## src/rtl/mult_pkg.sv

```systemverilog
// Shared types and constants for the round-robin multiplier arbiter.
package mult_pkg;

  typedef enum logic [2:0] {
    IDLE    = 3'd0,
    START   = 3'd1,
    WAIT_LO = 3'd2,
    WAIT_HI = 3'd3,
    DONE    = 3'd4
  } state_t;

  // Timeout limit is this many cycles per operand bit.
  localparam int TIMEOUT_MULT = 4;

endpackage

```

## src/rtl/rr_pick.sv

```systemverilog
// Two-way round-robin grant selection; purely combinational.
module rr_pick (
  input  logic [1:0] i_req,
  input  logic       i_last_grant,
  output logic       o_grant,
  output logic       o_valid
);

  always_comb begin
    o_valid = |i_req;
    o_grant = 1'b0;
    case (i_req)
      2'b01:   o_grant = 1'b0;
      2'b10:   o_grant = 1'b1;
      2'b11:   o_grant = ~i_last_grant;
      default: o_grant = 1'b0;
    endcase
  end

endmodule

```

## src/rtl/mult_arbiter.sv

```systemverilog
// Arbitrates two requesters onto one shift-add multiplier sequencer.
// Define MULT_ARB_TIMEOUT_EN to abort a job stuck in the wait states after 4*n cycles.
module mult_arbiter
  import mult_pkg::*;
#(
  parameter int n = 8
) (
  input  logic           clock,
  input  logic           reset,
  input  logic [1:0]     req,
  input  logic [n-1:0]   a0,
  input  logic [n-1:0]   b0,
  input  logic [n-1:0]   a1,
  input  logic [n-1:0]   b1,
  output logic [1:0]     ack,
  output logic [2*n-1:0] product,
  output logic           busy,
  output logic           err,
  output logic           mul_start,
  output logic [n-1:0]   mul_a,
  output logic [n-1:0]   mul_b,
  input  logic           mul_ready,
  input  logic [2*n-1:0] mul_product
);

  state_t         r_state;
  logic           r_last;
  logic           r_grant;
  logic [1:0]     r_ack;
  logic [2*n-1:0] r_product;
  logic           r_busy;
  logic           r_err;
  logic           r_start;
  logic [n-1:0]   r_mul_a;
  logic [n-1:0]   r_mul_b;
  logic           w_grant;
  logic           w_valid;
  logic           w_timeout;

  rr_pick u_pick (
    .i_req        (req),
    .i_last_grant (r_last),
    .o_grant      (w_grant),
    .o_valid      (w_valid)
  );

`ifdef MULT_ARB_TIMEOUT_EN
  localparam int LIM = TIMEOUT_MULT * n;
  localparam int CW  = $clog2(LIM + 1);
  logic [CW-1:0] r_cnt;

  // One shared count spans both wait states; it is zero on entry to WAIT_LO.
  assign w_timeout = (r_state == WAIT_LO || r_state == WAIT_HI) && (r_cnt == CW'(LIM - 1));

  always_ff @(posedge clock or posedge reset) begin
    if (reset)
      r_cnt <= '0;
    else if ((r_state == WAIT_LO || r_state == WAIT_HI) && !w_timeout)
      r_cnt <= r_cnt + 1'b1;
    else
      r_cnt <= '0;
  end
`else
  assign w_timeout = 1'b0;
`endif

  always_ff @(posedge clock or posedge reset) begin
    if (reset) begin
      r_state   <= IDLE;
      r_last    <= 1'b1;
      r_grant   <= 1'b0;
      r_ack     <= '0;
      r_product <= '0;
      r_busy    <= 1'b0;
      r_err     <= 1'b0;
      r_start   <= 1'b0;
      r_mul_a   <= '0;
      r_mul_b   <= '0;
    end else begin
      r_ack   <= '0;
      r_err   <= 1'b0;
      r_start <= 1'b0;
      case (r_state)
        IDLE: if (w_valid) begin
          r_grant <= w_grant;
          r_mul_a <= w_grant ? a1 : a0;
          r_mul_b <= w_grant ? b1 : b0;
          r_start <= 1'b1;
          r_busy  <= 1'b1;
          r_state <= START;
        end
        START: r_state <= WAIT_LO;
        WAIT_LO, WAIT_HI: begin
          if (w_timeout) begin
            r_err   <= 1'b1;
            r_last  <= r_grant;
            r_busy  <= 1'b0;
            r_state <= IDLE;
          end else if (r_state == WAIT_LO) begin
            if (!mul_ready) r_state <= WAIT_HI;
          end else if (mul_ready) begin
            r_product <= mul_product;
            r_ack     <= 2'(2'b01 << r_grant);
            r_state   <= DONE;
          end
        end
        DONE: begin
          r_last  <= r_grant;
          r_busy  <= 1'b0;
          r_state <= IDLE;
        end
        default: begin
          r_busy  <= 1'b0;
          r_state <= IDLE;
        end
      endcase
    end
  end

  assign ack       = r_ack;
  assign product   = r_product;
  assign busy      = r_busy;
  assign err       = r_err;
  assign mul_start = r_start;
  assign mul_a     = r_mul_a;
  assign mul_b     = r_mul_b;

endmodule

```

## config.mk

```make
export PLATFORM = sky130hd
export DESIGN_NAME = mult_arbiter
export DESIGN_NICKNAME = d
export VERILOG_FILES = /design/src/rtl/mult_pkg.sv /design/src/rtl/rr_pick.sv /design/src/rtl/mult_arbiter.sv
export SDC_FILE = /design/constraint.sdc
export NUM_CORES = 1
export LEC_CHECK = 0
export CAP_MARGIN = 20
export CORE_UTILIZATION = 43
export CTS_BUF_LIST = sky130_fd_sc_hd__clkbuf_8
export CTS_CLUSTER_DIAMETER = 60
export CTS_CLUSTER_SIZE = 20
export DETAILED_ROUTE_END_ITERATION = 12
export PLACE_DENSITY = 0.87
export SYNTH_ARGS = -nofsm -noshare
export SYNTH_HDL_FRONTEND = slang
export SYNTH_SLANG_ARGS = --single-unit
```

## constraint.sdc

```tcl
create_clock -name clock -period 2.8 [get_ports clock]
set_input_delay 0.56 -clock clock [delete_from_list [all_inputs] [get_ports clock]]
set_output_delay 0.56 -clock clock [all_outputs]
set_load 0.02 [all_outputs]
```

# Yosys cells after proc, flatten, opt, wreduce, memory -nomap -nowiden
# Cells that the tools add are included.
# totals
ff_bits,41
inputBits,53
output_inout_bits,37
elab_cells,45
# classes
eq_ne,9
shift,1
mux,15
bitwise,3
reduce_logical,8
# ops
operator,n
$mux W8,2
$mux W3,4
$pmux W3 S3,1
$eq A3 B2 Y1 const B,2
$mux W2,3
$ne A3 B3 Y1 const B,2
$reduce_and A3 Y1,2
$eq A2 B2 Y1 const B,2
$pmux W1 S2,2
$reduce_and A2 Y1,2
$reduce_or A2 Y1,2
$eq A3 B1 Y1 const B,1
$eq A3 B3 Y1 const B,1
$logic_not A3 Y1,1
$mux W1,3
$not A1 Y1,3
$reduce_or A3 Y1,1
$ne A2 B1 Y1 const B,1
$shl A1 B1 Y2 const A,1

# Logic depth before layout (Yosys ltp)
# depth
word_depth,4
ltp_mapped,5
depth_no_buf,4

# Cells and area by module
# A second synthesis with hierarchy kept.
# hier_totals
cells_unflattened,116
hier_area_um2,1835.5
# by_module_without_submodules
mod,n_inst,cells_per_inst,area_per_inst_um2,seq_area_each_um2
mult_arbiter,1,114,1821.7,1027.2
rr_pick,1,2,13.8,0.0

# Worst setup path before layout
# No wires, ideal clock.
# synth_path
path_kind,in2reg
startpoint,input req[1]
endpoint,"register r_mul_a[5], in the netlist mul_a[5]"
setup_ns,0.123
arrival_time_ns,1.452
t_required_ns,2.677
path_slack_ns,1.225
path_stages,4
path_buffers,1
path_cell_list,a21boi_1 -> clkbuf_1 -> nand3b_1 -> o221a_2
# synth_via
elab_chain_cells,3
word_cells_on_any_way,6
cone_classes,eq/ne: 2; mux: 2; reduce/logical: 2
# synth_rtl
item,line,source
start: declaration,mult_arbiter.sv:10,"input logic [1:0] req,"
$eq A2 B2 Y1,rr_pick.sv:12,case (i_req)
$pmux W1 S2,rr_pick.sv:12,
$mux W8,mult_arbiter.sv:86,r_mul_a <= w_grant ? a1 : a0;
end signal: assignment,mult_arbiter.sv:86,
end: declaration,mult_arbiter.sv:34,logic [n-1:0] r_mul_a;
# Parallel ways exist; a longest one is shown, timed or not.
# A chain may end at the register's enable or synchronous reset.

# Final worst setup path
# layout_path
startpoint,register r_state[2]
endpoint,"register r_mul_a[0], in the netlist mul_a[0]"
# layout_via
elab_chain_cells,2
# layout_rtl
item,line,source
start: declaration,mult_arbiter.sv:26,state_t r_state;
start signal: assignment,mult_arbiter.sv:69,r_state <= IDLE;
start signal: assignment,mult_arbiter.sv:90,r_state <= START;
start signal: assignment,mult_arbiter.sv:92,START: r_state <= WAIT_LO;
$logic_not A3 Y1,mult_arbiter.sv:83,case (r_state)
$reduce_and A2 Y1 (no line),-,
# No other way between the ends.

==> run_results.csv <==
group,metric,value,unit
outcome,status,"complete, no violations",
route,totalWireLength,4.36,mm
worst_setup_path,start_kind,"register",
place,gp_congestion,0.773,
sta,min_period,1.91,ns
yosys,synth-xor-area-share,0,%
yosys,synth_top_family_by_area,"compound AO/OA/AOI/OAI gates",
yosys,yosysUniqueCellTypes,24,
global_routing,track_usage,23.2,%
worst_setup_path,worst_path_largest_cell_delay,0.61,ns
sta,worst_pin_slew,0.684,ns
floorplan,dieArea,4200,um2
clock_tree,clk_pin_slew_worst_paths,0.08,ns
sta,skew,0.00466,ns
min_path,holdPathEnd,"ack[0]",
global_routing,grt_max_degree,20,
route,wl_per_cell,16.7,um
worst_setup_path,path_max_fanout,19,
cells_and_area,utilization,73.4,%
worst_setup_path,reg2reg_depth,4,
sta,fin_crit_sh,68.0,%
sta,relSlewSlack,54.4,%
yosys,yosys_warnings,0,
yosys,synth_mux_area_share,11.3,%
floorplan,core_area,3720,um2
power_and_ir_drop,ir_worst_vdd,702,uV
cells_and_area,design_area,2730,um2
power_and_ir_drop,p_leak,1.09,nW
worst_setup_path,r2r_start,"r_state[2]",
place,dpl-instance-area,2620,um2
yosys,syn-num-nets,173,
flow_run,maxCapViolations,0,
cells_and_area,n_fill_cell,262,
floorplan,std_cell_rows,22,
worst_setup_path,critical_path.top_delay_family,"compound AO/OA/AOI/OAI gates",
yosys,synth_area,1690,um2
route,first_iter_violations,41,
clock_tree,clock_latency,0.29,ns
clock_tree,clockBufferDepth,2,
worst_setup_path,slowest_stage,"o21a_1",
cells_and_area,syn_to_final_growth,60.9,%
route,via_per_inst,5.25,
power_and_ir_drop,power.density,1110,nW/um2
worst_setup_path,crit_chain,"nor3_4, buf_4, o21a_1, o221a_2",
global_routing,grt_overflow,0,
clock_tree,clkSinkCount,41,
yosys,synth_adder_area_share,0,%
sta,drv_slew,0,
worst_setup_path,r2r_slack,0.89,ns
min_path,hold_path.class,"register to register",
yosys,synth-compound-area-share,12.9,%
sta,fmax,525,MHz
place,hpwlAfterDp,3.26,mm
floorplan,die_w,64.8,um
clock_tree,cts_hold_buf,0,
cells_and_area,nets,265,
clock_tree,cts-buffers-inserted,5,
yosys,syn_area_per_cell,14.1,um2
yosys,syn_inst,120,
sta,rsz0062_at_grt,"false",
min_path,hp-start,"r_grant",
yosys,ys_seq_elements,41,
route,vias,1369,
sta,fin_tns_setup,0,ns
route,drc_errors,0,
min_path,whs_path_depth,1,
clock_tree,tritoncts,"yes",
global_routing,grt_pass1_vias,1546,
worst_setup_path,arrival,2.13,ns
floorplan,start_util,45.6,%
floorplan,io_pins,90,
route,dr.pass1.iters,4,
sta,setup_viol,0,
worst_setup_path,end_kind,"register",
clock_tree,postCtsSetupRepairBufs,0,
clock_tree,root_buffer,"clkbuf_8",
route,ant_nets,0,
worst_setup_path,reg2reg_to,"mul_a[0]",
yosys,ys_seq_area_share,60.6,%
place,port_buffers,88,
yosys,synthSimpleGateAreaFrac,11.4,%
worst_setup_path,path_buf_inv,1,
floorplan,die_y,64.8,um
global_routing,grt_antenna_before_repair,0,
worst_setup_path,path_class,"register to register",
sta,finalHoldViolCount,0,
global_routing,grt_pass1_wl,7.20,mm
clock_tree,cts_resized,0,
clock_tree,htree_levels,2,
cells_and_area,drive_gt1_share,22.5,%
cells_and_area,n_antenna_cell,0,
worst_setup_path,required,3.03,ns
## cells in the mapped netlist
cell type | instances | area share, %
dfrtp_1 | 40 | 59
conb_1 | 1 | 0.22
dfstp_2 | 1 | 1.6
buf_4 | 3 | 1.3
and3_1 | 1 | 0.37
clkbuf_1 | 2 | 0.44
buf_2 | 1 | 0.30
nand3b_1 | 16 | 7.1
o21ai_0 | 2 | 0.59
inv_2 | 1 | 0.22
nand3_2 | 1 | 0.59
nor2_1 | 3 | 0.66
a21boi_1 | 1 | 0.44
o221a_2 | 16 | 11
nor3_1 | 1 | 0.30
inv_1 | 3 | 0.66
a21o_1 | 1 | 0.44
buf_6 | 1 | 0.66
mux2_2 | 17 | 11
o21a_1 | 1 | 0.44
nor3_4 | 1 | 0.96
a21oi_1 | 1 | 0.30
nand2b_1 | 2 | 0.74
nand2_1 | 3 | 0.66
## layer usage
| metal | track usage (%) | up-vias | wire [um] | share of wire [%] |
|---|---|---|---|---|
| met5 | 0 | - | 0 | 0 |
| met4 | 9.72 | 0 | 102 | 2.3 |
| met3 | 6.16 | 11 | 270 | 6.2 |
| met2 | 40.9 | 60 | 2300 | 53 |
| met1 | 26.2 | 673 | 1690 | 39 |
| li1 | - | 625 | - | - |
## cell families after synthesis
group,after synthesis
AO/OA/AOI/OAI,22
flip-flops,41
buffers and inverters,11
AND/OR/NAND/NOR,28
multiplexers,17
other,1
## area by class of cell
type                            count  area [um2]  area share, %
Sequential cell                    41        1030           37.7
Timing Repair Buffer               92         911           33.4
Multi-Input combinational cell     68         606           22.2
Clock buffer                        5        68.8           2.52
Tap cell                           48        60.1           2.20
Clock inverter                      3        38.8           1.42
Inverter                            4        15.0          0.551
## registers in the layout, indices dropped and copies added, names as in the netlist
| register | flops |
|---|---|
| mul_start | 1 |
| mul_a | 8 |
| mul_b | 8 |
| r_last | 1 |
| r_grant | 1 |
| r_state | 3 |
| product | 16 |
| busy | 1 |
| ack | 2 |
## stage by stage
step                      hold slack (ns)  setup WS, ns  cells  power, mW
after CTS                           0.476         0.902    261       3.04
final                               0.471         0.895    261       3.02
after floorplan                     0.422          1.22    120       1.87
after global placement              0.441         0.741    253       2.51
after detailed placement            0.465         0.691    253       2.57
after global routing                0.510         0.783    261       3.17
## worst reg2reg max path, stage by stage (launching register included)
cell and delay, ns:
dfrtp_1 0.46, nor3_4 0.20, buf_4 0.26, o21a_1 0.62, o221a_2 0.31
## cells in the final DEF (no fill, tap or decap)
cell / netlist / layout
nand3_2: 1 / 1
o21ai_0: 2 / 2
clkbuf_8: 0 / 5
a21oi_1: 1 / 1
o21a_1: 1 / 1
bufinv_16: 0 / 1
nor3_1: 1 / 1
nand3b_1: 16 / 16
nor3_4: 1 / 1
inv_2: 1 / 1
dfrtp_1: 40 / 40
conb_1: 1 / 1
dfstp_2: 1 / 1
mux2_2: 17 / 17
clkdlybuf4s50_1: 0 / 88
and3_1: 1 / 1
a21boi_1: 1 / 1
nand2_1: 3 / 3
clkinv_2: 0 / 1
nor2_1: 3 / 3
buf_4: 3 / 4
nand2b_1: 2 / 2
a21o_1: 1 / 1
o221a_2: 16 / 16
inv_1: 3 / 4
## worst max path at each step
stage	end	slack [ns]	cells after the start	start
2_1_floorplan	mul_a[5]	1.22	4	req[1]
3_3_place_gp	product[2]	0.74	5	mul_ready
3_5_place_dp	product[0]	0.69	5	mul_ready
4_1_cts	mul_a[5]	0.90	4	r_state[2]
5_1_grt	mul_a[3]	0.78	4	r_state[2]
6_report	mul_a[0]	0.89	4	r_state[2]
## where the power goes
part | switching (mW) | internal [mW]
Clock | 0.192 | 0.261
Combinational | 0.690 | 0.811
Sequential | 0.182 | 0.883
Total | 1.06 | 1.95
No activity file was read; power rests on OpenSTA's default activity.
